<file path="src/rtl/act_gate.sv">
// act_gate: ACT admission gate combining bloom-filter verdicts with a blacklist history.
// Optional per-core perf throttling is enabled by defining ACT_GATE_PERF_THROTTLE_EN.
module act_gate #(
  parameter int ROW_W    = 16,
  parameter int CORE_W   = 3,
  parameter int HB_DEPTH = 16,
  parameter int T_DELAY  = 1024
) (
  input  logic                 clk,
  input  logic                 rst_n,
  input  logic                 req_valid,
  output logic                 req_ready,
  input  logic [ROW_W-1:0]     req_row,
  input  logic [CORE_W-1:0]    req_core,
  output logic                 issue_valid,
  input  logic                 issue_ready,
  output logic [ROW_W-1:0]     issue_row,
  output logic [CORE_W-1:0]    issue_core,
  output logic [ROW_W-1:0]     bf_row_addr,
  output logic [CORE_W-1:0]    bf_core_id,
  output logic                 bf_insert_valid,
  input  logic                 bf_aggressor,
  input  logic                 bf_perf_attack,
  output logic [15:0]          blocked_cnt,
  output logic [2**CORE_W-1:0] perf_flags,
  input  logic                 perf_clr
);

  localparam int TS_W = $clog2(T_DELAY) + 1;
  localparam int PW   = $clog2(HB_DEPTH);
  localparam int CW   = PW + 1;
  localparam logic [TS_W-1:0] TD   = TS_W'(T_DELAY);
  localparam logic [CW-1:0]   FULL = CW'(HB_DEPTH);

  typedef enum logic [2:0] {
    IDLE, QUERY, CHECK, STALL, ISSUE
  } state_t;

  state_t state, state_nx;

  logic [ROW_W-1:0]  p_row;
  logic [CORE_W-1:0] p_core;
  logic              agg;
  logic              ready_q;
  logic [TS_W-1:0]   ts_now;

  logic              hb_v   [HB_DEPTH];
  logic [ROW_W-1:0]  hb_row [HB_DEPTH];
  logic [TS_W-1:0]   hb_ts  [HB_DEPTH];
  logic [PW-1:0]     head, tail;
  logic [CW-1:0]     cnt;

  logic hit, head_live, hb_full, hb_stall, thr;
  logic push, pop, req_fire, iss_fire;

  assign req_ready       = ready_q;
  assign req_fire        = req_valid && ready_q;
  assign iss_fire        = (state == ISSUE) && issue_ready;
  assign issue_valid     = (state == ISSUE);
  assign bf_insert_valid = iss_fire;
  assign issue_row       = p_row;
  assign issue_core      = p_core;
  assign bf_row_addr     = p_row;
  assign bf_core_id      = p_core;

  // Ages are modular in TS_W bits; entries never outlive T_DELAY+1 cycles
  assign head_live = hb_v[head] && ((ts_now - hb_ts[head]) < TD);
  assign pop       = hb_v[head] && !head_live;
  assign hb_full   = (cnt == FULL);
  assign hb_stall  = agg && (hit || (hb_full && head_live));
  assign push      = iss_fire && agg && (!hb_full || pop);

  always_comb begin
    hit = 1'b0;
    for (int i = 0; i < HB_DEPTH; i++) begin
      if (hb_v[i] && (hb_row[i] == p_row) &&
          ((ts_now - hb_ts[i]) < TD))
        hit = 1'b1;
    end
  end

  always_comb begin
    state_nx = state;
    unique case (state)
      IDLE:    if (req_fire) state_nx = QUERY;
      QUERY:   state_nx = CHECK;
      CHECK:   state_nx = (hb_stall || thr) ? STALL : ISSUE;
      STALL:   state_nx = hb_stall ? STALL : ISSUE;
      ISSUE:   if (issue_ready) state_nx = IDLE;
      default: state_nx = IDLE;
    endcase
  end

  always_ff @(posedge clk or negedge rst_n) begin
    if (!rst_n) begin
      state   <= IDLE;
      ready_q <= 1'b0;
      p_row   <= '0;
      p_core  <= '0;
      agg     <= 1'b0;
    end else begin
      state   <= state_nx;
      ready_q <= (state_nx == IDLE);
      if (req_fire) begin
        p_row  <= req_row;
        p_core <= req_core;
      end
      if (state == QUERY) agg <= bf_aggressor;
    end
  end

  always_ff @(posedge clk or negedge rst_n) begin
    if (!rst_n) begin
      blocked_cnt <= '0;
    end else if ((state == STALL) && (blocked_cnt != 16'hFFFF)) begin
      blocked_cnt <= blocked_cnt + 16'd1;
    end
  end

  // Pop clears before push sets, so a push may reuse the slot freed this cycle
  always_ff @(posedge clk or negedge rst_n) begin
    if (!rst_n) begin
      ts_now <= '0;
      head   <= '0;
      tail   <= '0;
      cnt    <= '0;
      for (int i = 0; i < HB_DEPTH; i++) begin
        hb_v[i]   <= 1'b0;
        hb_row[i] <= '0;
        hb_ts[i]  <= '0;
      end
    end else begin
      ts_now <= ts_now + TS_W'(1);
      if (pop) begin
        hb_v[head] <= 1'b0;
        head       <= head + PW'(1);
      end
      if (push) begin
        hb_v[tail]   <= 1'b1;
        hb_row[tail] <= p_row;
        hb_ts[tail]  <= ts_now;
        tail         <= tail + PW'(1);
      end
      if (push && !pop)
        cnt <= cnt + CW'(1);
      else if (pop && !push)
        cnt <= cnt - CW'(1);
    end
  end

`ifdef ACT_GATE_PERF_THROTTLE_EN
  assign thr = perf_flags[p_core];

  always_ff @(posedge clk or negedge rst_n) begin
    if (!rst_n) begin
      perf_flags <= '0;
    end else begin
      if (perf_clr) perf_flags <= '0;
      if ((state == QUERY) && bf_perf_attack)
        perf_flags[p_core] <= 1'b1;
    end
  end
`else
  logic unused_perf;
  assign unused_perf = ^{perf_clr, bf_perf_attack};
  assign thr         = 1'b0;
  assign perf_flags  = '0;
`endif

endmodule

</file>
<file path="config.mk">
export PLATFORM = sky130hd
export DESIGN_NAME = act_gate
export DESIGN_NICKNAME = d
export VERILOG_FILES = /design/src/rtl/act_gate.sv
export SDC_FILE = /design/constraint.sdc
export NUM_CORES = 1
export LEC_CHECK = 0
export CAP_MARGIN = 5
export CORE_UTILIZATION = 58
export CTS_CLUSTER_SIZE = 10
export DETAILED_ROUTE_END_ITERATION = 16
export DONT_BUFFER_PORTS = 1
export HOLD_SLACK_MARGIN = 0.12
export PLACE_DENSITY = 0.76
export SLEW_MARGIN = 20
export SYNTH_ARGS = -nofsm -noshare
export SYNTH_HDL_FRONTEND = slang
export SYNTH_SLANG_ARGS = --single-unit
export TNS_END_PERCENT = 50
</file>
<file path="constraint.sdc">
create_clock -name clk -period 6 [get_ports clk]
set_clock_uncertainty 0.15 [all_clocks]
set_input_delay 0.9 -clock clk [delete_from_list [all_inputs] [get_ports clk]]
set_output_delay 0.9 -clock clk [all_outputs]
set_load 0.005 [all_outputs]
</file>
==> results of run 1 <==
-- layer usage --
layer	vias to the layer above	share of wire [%]	global-route usage, %	routed length (microns)
met4	0	3.1	9.28	1990
li1	8096	-	-	-
met2	430	49	43.8	31600
met3	123	4.7	3.79	3010
met5	-	0	0	0
met1	9300	43	34.3	27900
-- synthesized netlist by cell type, drive strengths merged (34+ instances only) --
cell	count	share of area (%)
nand3	41	0.71
clkbuf	96	1.2
nand2	34	0.44
xor2	146	4.4
mux4	58	4.5
mux2	455	18
ha	167	7.2
inv	182	2.4
nand4	42	0.90
dfrtp	512	44
nor4	37	0.80
o21ai	41	0.71
buf	84	2.4
xnor2	171	5.2
-- metrics by stage --
step	hold slack [ps]	area [sq um]	setup slack, ps
detailed placement	312	29400	637
finish	-144	31000	553
global route	-172	31000	216
floorplan	293	29100	114
global placement	315	29400	688
CTS	-164	31000	546
-- logic make-up (layout without fill, tap and decap cells) --
logic type / after synthesis / in the layout / share of synthesized area [%]
AO/OA/AOI/OAI: 202 / 202 / 5.60
XOR/XNOR: 317 / 317 / 9.56
adder cells (fa/ha/maj): 168 / 168 / 7.26
buffers and inverters: 362 / 319 / 6.01
flip-flops: 512 / 512 / 44.1
multiplexers: 516 / 516 / 22.6
other: 1 / 8 / 0.0129
AND/OR/NAND/NOR: 261 / 261 / 4.89
-- power by group through the flow --
stage                     Clock [uW]  Combinational, uW  Sequential (uW)
after floorplan                    0               2870             4260
after detailed placement           0               3120             4790
after CTS                       3220               3150             4730
final                           3160               3130             4720
after global placement             0               3020             4750
after global routing            3360               3420             4810
-- critical path, stage by stage, from the launching register on --
cell and delay (ps):
dfrtp_4 790, buf_4 280, mux4_2 560, mux4_2 480, inv_1 70, ha_1 230
nand4_1 120, nor2_1 70, a21oi_1 170, o211a_1 260, nand2_1 90, xnor2_1 180
and2b_2 210, o21a_1 200, ha_1 200, inv_1 100, fa_1 420, a21o_1 170
a21oi_1 170, xnor2_1 130, nor2_1 60, xor2_1 140
-- state kept, by name, summed over array words and instances (netlist names), 4 cells and up --
name	flops
ts_now	11
head	4
hb_v	16
tail	4
hb_row	256
hb_ts	176
cnt	5
blocked_cnt	16
bf_row_addr	16
-- final timing paths --
check	end	depth (start not counted)	startpoint
setup / recovery	cnt[4]	21	head[0]
hold / removal	hb_ts[165]	0	rst_n
setup reg to reg	cnt[4]	21	head[0]
hold reg to reg	cnt[4]	1	cnt[4]
max in group asynchronous	head[0]	0	rst_n
min in group clk	bf_core_id[2]	1	req_core[2]
-- area by class of cell --
| class | count | area [sq um] |
|---|---|---|
| inverter | 182 | 683 |
| clock inverter | 4 | 97.6 |
| clock buffer | 72 | 1510 |
| tap | 664 | 831 |
| sequential | 512 | 12800 |
| multi-input combinational | 1472 | 14500 |
| fill | 3724 | 18200 |
| timing repair buffer | 61 | 520 |
==> impl_metrics.tcl, run 1 <==
set metrics [dict create \
    viasPerCell 6.05 \
    cts_resized 0 \
    syn_avg_cell_area_sq_um 12.4 \
    syn_inst 2339 \
    grt_pass1_wl_microns 103000 \
    fin_util_pct 63.0 \
    p_clk_share_pct 28.7 \
    tns_ps 0 \
    p_int_uw 7250 \
    status "finished with violations" \
    worst_skew_pair.late_latency_ps 640 \
    first_iter_violations 1162 \
    antenna_cells 0 \
    crit_arrival_ps 5800 \
    startpoint_type "flop" \
    power_frac_seq_pct 42.9 \
    netlist-cell-type-count 66 \
    grt_util_all_layers_pct 26.0 \
    hold_ws_ps -144 \
    ant_nets 0 \
    ys_seq_area_share_pct 44.1 \
    final_nets 2481 \
    fin_crit_ps 5450 \
    root_buffer "clkbuf_16" \
    final_cell_mix "dfrtp_1 (504), mux2_2 (435), inv_1 (182)" \
    dr.pass1.iters 5 \
    rsz0062_at_grt "false" \
    vias 17900 \
    holdCritPathClass "in2async" \
    dieArea_sq_um 51000 \
    fp.coreArea_sq_um 49200 \
    switching_share_pct 34.2 \
    grt_pass1_vias 18500 \
    ys_seq_elements 512 \
    post_drt_wl_per_cell_microns 21.7 \
    power_uw 11000 \
    violations "negative hold slack" \
    comb_power_share_pct 28.4 \
    cp_max_fo 27 \
    syn2layout_area_growth_pct 6.69 \
    drive_gt1_share_pct 28.9 \
    cts_tree "built" \
    required_ps 6350 \
    route.detailed.drc 0 \
    rrSetupSlack_ps 550 \
    die_w_microns 226 \
    hold_violations 116 \
    synth_edf_count 0 \
    die_h_microns 226 \
    grt_start_max_net_pins 513 \
    crit_type "reg2reg" \
    antenna_found_initial 0 \
    powerDensity_nw_per_um2 355 \
    synthArstFlopShare_pct 100 \
    switchingPower_uw 3770 \
    cp-end-kind "flop" \
    synthFlopType "dfrtp_1" \
    maxCapViolCount 0 \
    fin_crit_sh_pct 90.8 \
    drt_wl_total_microns 64400 \
    ctsLongestPathBuffers 3 \
    fmax_mhz 184 \
    slew_viol_final 0 \
    gp_congestion 0.941 \
    ioPinCount 91 \
    post_cts_buffers 0 \
    placementRows 81 \
    worst_pin_slew_ps 1380 \
    syn-cell-area_sq_um 29000 \
    overflow 0 \
    yosys_warnings 0 \
    final_cells 2967 \
    initial_utilization_pct 59.1 \
    setup_viol 0 \
    placedCellCount 2891 \
    clk_pin_slew_worst_paths_ps 60 \
    dpl.hpwl_microns 42600 \
    cts-buffers-inserted 58 \
    final_common_cell "dfrtp_1" \
    clkSinkCount 512 \
    portBuffers 0 \
    p_leak_uw 0.0145 \
    ir_drop_mv 0.674 \
    slew_headroom_pct 8.25 \
    htreeDepth 2 \
]
(Power assumes the default switching activity.)
==> inputs of run 2 (changes only) <==
Settings changed: CORE_ASPECT_RATIO set to 1.25.
==> run 2 against run 1 <==
  * The flow finishes with violations (negative hold slack, max-slew violations)
  * Sequential power rose by 0.8%
  * Final cell count fell by 0.61%
  * Global-route usage fell by 0.29 points
  * Count of clock-buffer cells in the layout fell by 3
  * Clock power fell by 3%
  * Worst hold slack improved by 14 ps
  * Sequential share of layout area rose by 0.16 points
  * Power fell by 1.0%
  * Register-to-register slack improved by 60 ps
==> impl_metrics.tcl, run 2 (synthesized netlist as in run 1, its figures left out) <==
set metrics [dict create \
    fin_crit_ps 5390 \
    root_buffer "clkbuf_16" \
    startpoint_type "flop" \
    grt_pass1_vias 19100 \
    dieArea_sq_um 51000 \
    die_w_microns 202 \
    slew_headroom_pct -52.8 \
    dpl.hpwl_microns 42700 \
    portBuffers 0 \
    top_register "hb_row" \
    drive_gt1_share_pct 28.7 \
    worst_skew_pair.late_latency_ps 610 \
    placedCellCount 2878 \
    crit_chain "buf_4 > mux4_2 > mux4_2 > inv_1 > ha_1 > a21oi_1 > nor2b_1 > o21ai_0 > o211a_1 > nand2_1 > xnor2_1 > and2b_2 > o21a_1 > ha_1 > inv_1 > fa_1 > a21o_1 > a21oi_1 > xnor2_1 > nor2_1 > xor2_1" \
    gp_congestion 0.868 \
    slew_viol_final 375 \
    max_stage_delay_ps 760 \
    holdCritPathClass "in2async" \
    initial_utilization_pct 58.8 \
    violations "negative hold slack, max-slew violations" \
    grt_util_all_layers_pct 25.7 \
    vias 17700 \
    hold_ws_ps -130 \
    ioPinCount 91 \
    fin_crit_sh_pct 89.8 \
    antenna_found_initial 0 \
    first_iter_violations 912 \
    power_uw 10900 \
    clkSinkCount 512 \
    route.detailed.drc 0 \
    cts_tree "built" \
    placementRows 91 \
    path_delay_family "compound AO/OA/AOI/OAI gates" \
    overflow 0 \
    largest_reg_flops 256 \
    slowest_stage "dfrtp_2" \
    hold_violations 39 \
    crit_arrival_ps 5720 \
    final_common_cell "dfrtp_1" \
    required_ps 6330 \
    cp_max_fo 21 \
    drt_wl_total_microns 63900 \
    post_drt_wl_per_cell_microns 21.7 \
    cts_resized 0 \
    status "finished with violations" \
    grt_start_max_net_pins 513 \
    path_buf_inv 3 \
    post_cts_buffers 0 \
    tns_ps 0 \
    grt_pass1_wl_microns 103000 \
    final_cell_mix "dfrtp_1 (507), mux2_2 (435), inv_1 (182)" \
    powerDensity_nw_per_um2 353 \
    ant_nets 0 \
    crit_type "reg2reg" \
    dr.pass1.iters 4 \
    cts-buffers-inserted 57 \
    maxCapViolCount 0 \
    setup_viol 0 \
    final_cells 2949 \
    ctsLongestPathBuffers 3 \
    p_leak_uw 0.0145 \
    viasPerCell 6.02 \
    top_regs "hb_row (256), hb_ts (176)" \
    worst_pin_slew_ps 2290 \
    cp-end-kind "flop" \
    clk_pin_slew_worst_paths_ps 60 \
    rsz0062_at_grt "false" \
    fp.coreArea_sq_um 49400 \
    die_h_microns 252 \
    antenna_cells 0 \
    syn2layout_area_growth_pct 6.23 \
    final_nets 2480 \
    htreeDepth 2 \
    fin_util_pct 62.4 \
    ir_drop_mv 0.700 \
    fmax_mhz 186 \
]
[run 2: cell types whose count changed in the layout (fill, tap and decap cells not counted), sizes merged]
cell	delta
clkinv	-1
clkinvlp	-1
inv	+1
clkbuf	-3
bufinv	-1
[run 2: area by class of cell]
cell class                 instances  area, sq um
multi-input combinational       1472        14500
fill                            3747        18600
timing repair buffer              61          470
tap                              651          815
clock inverter                     2         36.3
clock buffer                      69         1500
inverter                         182          683
sequential                       512        12800
[run 2: routing by layer]
layer / share of wire, % / vias up / wire, microns / global-route usage, %
li1: - / 8085 / - / -
met5: 0 / - / 0 / 0
met4: 3.7 / 0 / 2390 / 10.8
met2: 51 / 360 / 32800 / 45.7
met3: 3.8 / 134 / 2400 / 3.37
met1: 41 / 9167 / 26300 / 31.5
[run 2: worst register-to-register path: cells and delay by family (launching register included)]
| kind | cells | cell delay, ps |
|---|---|---|
| buffers and inverters | 3 | 510 |
| AO/OA/AOI/OAI | 6 | 1210 |
| XOR/XNOR | 3 | 440 |
| adder cells (fa/ha/maj) | 3 | 870 |
| multiplexers | 2 | 860 |
| AND/OR/NAND/NOR | 4 | 430 |
| flip-flops | 1 | 760 |
[run 2: final timing paths]
kind	start	to	slack, ps	depth (start not counted)
hold reg to reg	cnt[4]	cnt[4]	340	1
setup / recovery	head[1]	cnt[4]	610	21
setup reg to reg	head[1]	cnt[4]	610	21
hold / removal	rst_n	hb_ts[147]	-130	0
min in group clk	req_row[15]	bf_row_addr[15]	290	1
max in group asynchronous	rst_n	head[0]	3820	0
[run 2: stage by stage]
stage | instance area [sq um] | worst slack, ps | hold slack (ps)
after CTS | 30900 | 638 | -154
after global routing | 30900 | 340 | -151
final | 30900 | 614 | -130
after floorplan | 29100 | 114 | 293
after detailed placement | 29300 | 683 | 317
after global placement | 29300 | 754 | 310
[run 2: where the power goes]
part           internal [uW]  switching (uW)
Clock                   1730            1330
Combinational           1520            1570
Sequential              3930             829
Total                   7180            3720
==> inputs of run 3 (changes only) <==
Clock period 6 ns to 4.9 ns, I/O delays scaled along.
==> run 3 against run 2 <==
  * The run still ends with negative hold slack, max-slew violations left
  * First-iteration DRC count grew 16%
  * Power grew 26%
  * Global-route usage grew 0.38 points
  * Sequential share of layout area shrank 1.2 points
  * Wire length grew 3.3%
  * Register-to-register slack lost 550 ps
  * Sequential power grew 21%
  * Final cell count grew 2.0%
  * Count of clock-buffer cells in the layout shrank 3
  * Critical endpoint unchanged
==> impl_metrics.tcl, run 3 (synthesized netlist as in run 1, its figures left out) <==
set metrics [dict create \
    fin_area_sq_um 31800 \
    startpoint_type "flop" \
    slew_viol_final 357 \
    fmax_mhz 207 \
    ant_nets 0 \
    clkSinkCount 512 \
    overflow 0 \
    fp.coreArea_sq_um 49400 \
    drive_gt1_share_pct 30.8 \
    holdCritPathClass "in2async" \
    required_ps 5240 \
    p_clk_share_pct 27.0 \
    antenna_cells 0 \
    slew_headroom_pct -64.2 \
    violations "negative hold slack, max-slew violations" \
    final_nets 2542 \
    switching_share_pct 33.9 \
    ctsLongestPathBuffers 3 \
    final_common_cell "dfrtp_1" \
    rsz0062_at_grt "true" \
    dr.pass1.iters 4 \
    ir_drop_mv 0.585 \
    final_cell_mix "dfrtp_1 (505), mux2_2 (435), inv_1 (174)" \
    hold_violations 137 \
    reg2regPathDepth 21 \
    p_leak_uw 0.0149 \
    dieArea_sq_um 51000 \
    viasPerCell 6.02 \
    power_uw 13800 \
    crit_type "reg2reg" \
    grt_start_max_net_pins 513 \
    setup_viol 0 \
    ioPinCount 91 \
    r2r_end "cnt[4]" \
    first_iter_violations 1055 \
    syn2layout_area_growth_pct 9.37 \
    crit_arrival_ps 5170 \
    endpoint "cnt[4]" \
    post_drt_wl_per_cell_microns 21.9 \
    grt_util_all_layers_pct 26.1 \
    cp-end-kind "flop" \
    portBuffers 0 \
    dpl.hpwl_microns 44300 \
    comb_power_share_pct 31.2 \
    switchingPower_uw 4670 \
    clk_pin_slew_worst_paths_ps 60 \
    htreeDepth 2 \
    top_regs "hb_row (256), hb_ts (176)" \
    worst_pin_slew_ps 2460 \
    power_frac_seq_pct 41.7 \
    root_buffer "clkbuf_16" \
    p_int_uw 9080 \
    placementRows 91 \
    die_w_microns 202 \
    dpl-instance-area_sq_um 29700 \
    grt_pass1_wl_microns 104000 \
    vias 18100 \
    cts_tree "built" \
    r2r_start "head[0]" \
    largest_reg_flops 256 \
    initial_utilization_pct 58.8 \
    worst_skew_pair.late_latency_ps 620 \
    startpoint "head[0]" \
    status "finished with violations" \
    powerDensity_nw_per_um2 433 \
    route.detailed.drc 0 \
    cp_max_fo 5 \
    pre_cts_ws_ps 63.9 \
    top_register "hb_row" \
    filler_cell_count 3703 \
    rrSetupSlack_ps 70 \
    antenna_found_initial 0 \
    fin_ws_ps 65.6 \
    fin_crit_ps 4830 \
    gp_congestion 0.872 \
    die_h_microns 252 \
    cts-buffers-inserted 57 \
    grt_pass1_vias 18900 \
    drt_wl_total_microns 66000 \
    maxCapViolCount 0 \
    hold_ws_ps -326 \
    fin_crit_sh_pct 98.7 \
    cts_hold_buf 21 \
]
[run 3: cell types whose count changed in the layout (fill, tap and decap cells not counted), moves of 3 or more]
cell           change
inv_2              +6
buf_4             +17
clkbuf_1           -4
dlygate4sd3_1     +21
ha_4               +7
buf_12            +17
ha_1               -7
inv_1              -8
buf_6              +3
[run 3: worst min path at each step]
| stage | slack [ps] | cells past startpoint | from | end |
|---|---|---|---|---|
| global placement | 310 | 1 | cnt[4] | cnt[4] |
| floorplan | 290 | 0 | rst_n | agg |
| CTS | -320 | 0 | rst_n | hb_ts[167] |
| finish | -330 | 0 | rst_n | hb_ts[145] |
| global route | -350 | 0 | rst_n | hb_ts[88] |
| detailed placement | 310 | 1 | cnt[4] | cnt[4] |
[run 3: power groups by stage]
stage               clock [uW]  combinational, uW  sequential [uW]
finish                    3720               4300             5740
global route              3940               4660             5830
CTS                       3790               4090             5730
detailed placement           0               4050             5800
global placement             0               3910             5750
floorplan                    0               3600             5210
[run 3: through the flow]
step / hold WS (ps) / util (%) / TNS [ps] / cells
after floorplan: 289 / - / -151 / 2346
after global placement: 314 / 60.1 / 0 / 2901
after detailed placement: 310 / 60.1 / 0 / 2901
after CTS: -323 / 63.7 / 0 / 2990
after global routing: -346 / 64.3 / -77.5 / 3008
final: -326 / 64.3 / 0 / 3008
[run 3: layout make-up]
type                            instances  area [sq um]  share of cell area, %
Multi-Input combinational cell       1472         14600                   46.1
Sequential cell                       512         12800                   40.4
Clock buffer                           66          1490                   4.69
Timing Repair Buffer                  123          1260                   3.97
Tap cell                              651           815                   2.56
Clock inverter                          2          46.3                  0.146
Inverter                              182           698                   2.20
[run 3: metal layers]
layer	wire length, microns	track usage [%]	vias up
met5	0	0	-
met4	2530	10.7	0
met3	2670	4.00	140
met2	34400	46.8	389
met1	26300	31.3	9368
li1	-	-	8214
[run 3: critical path, cell delays in order, from the launching register on]
cell and delay (ps):
dfrtp_4 530, buf_12 160, buf_8 120, mux4_2 560, mux4_2 490, inv_2 80
ha_4 190, a21o_1 180, a21oi_2 140, o211a_1 230, nand2_2 90, xnor2_2 170
and2b_2 250, o21a_4 160, ha_4 150, inv_4 50, fa_2 340, a21o_1 170
a21oi_2 140, xnor2_1 120, nor2_1 60, xor2_1 150
[run 3: timing repair]
item,in CTS,in global routing
buffers inserted,0,16
endpoints found under the setup margin,0,2
gates resized for setup,0,24
hold endpoints to repair,533,512
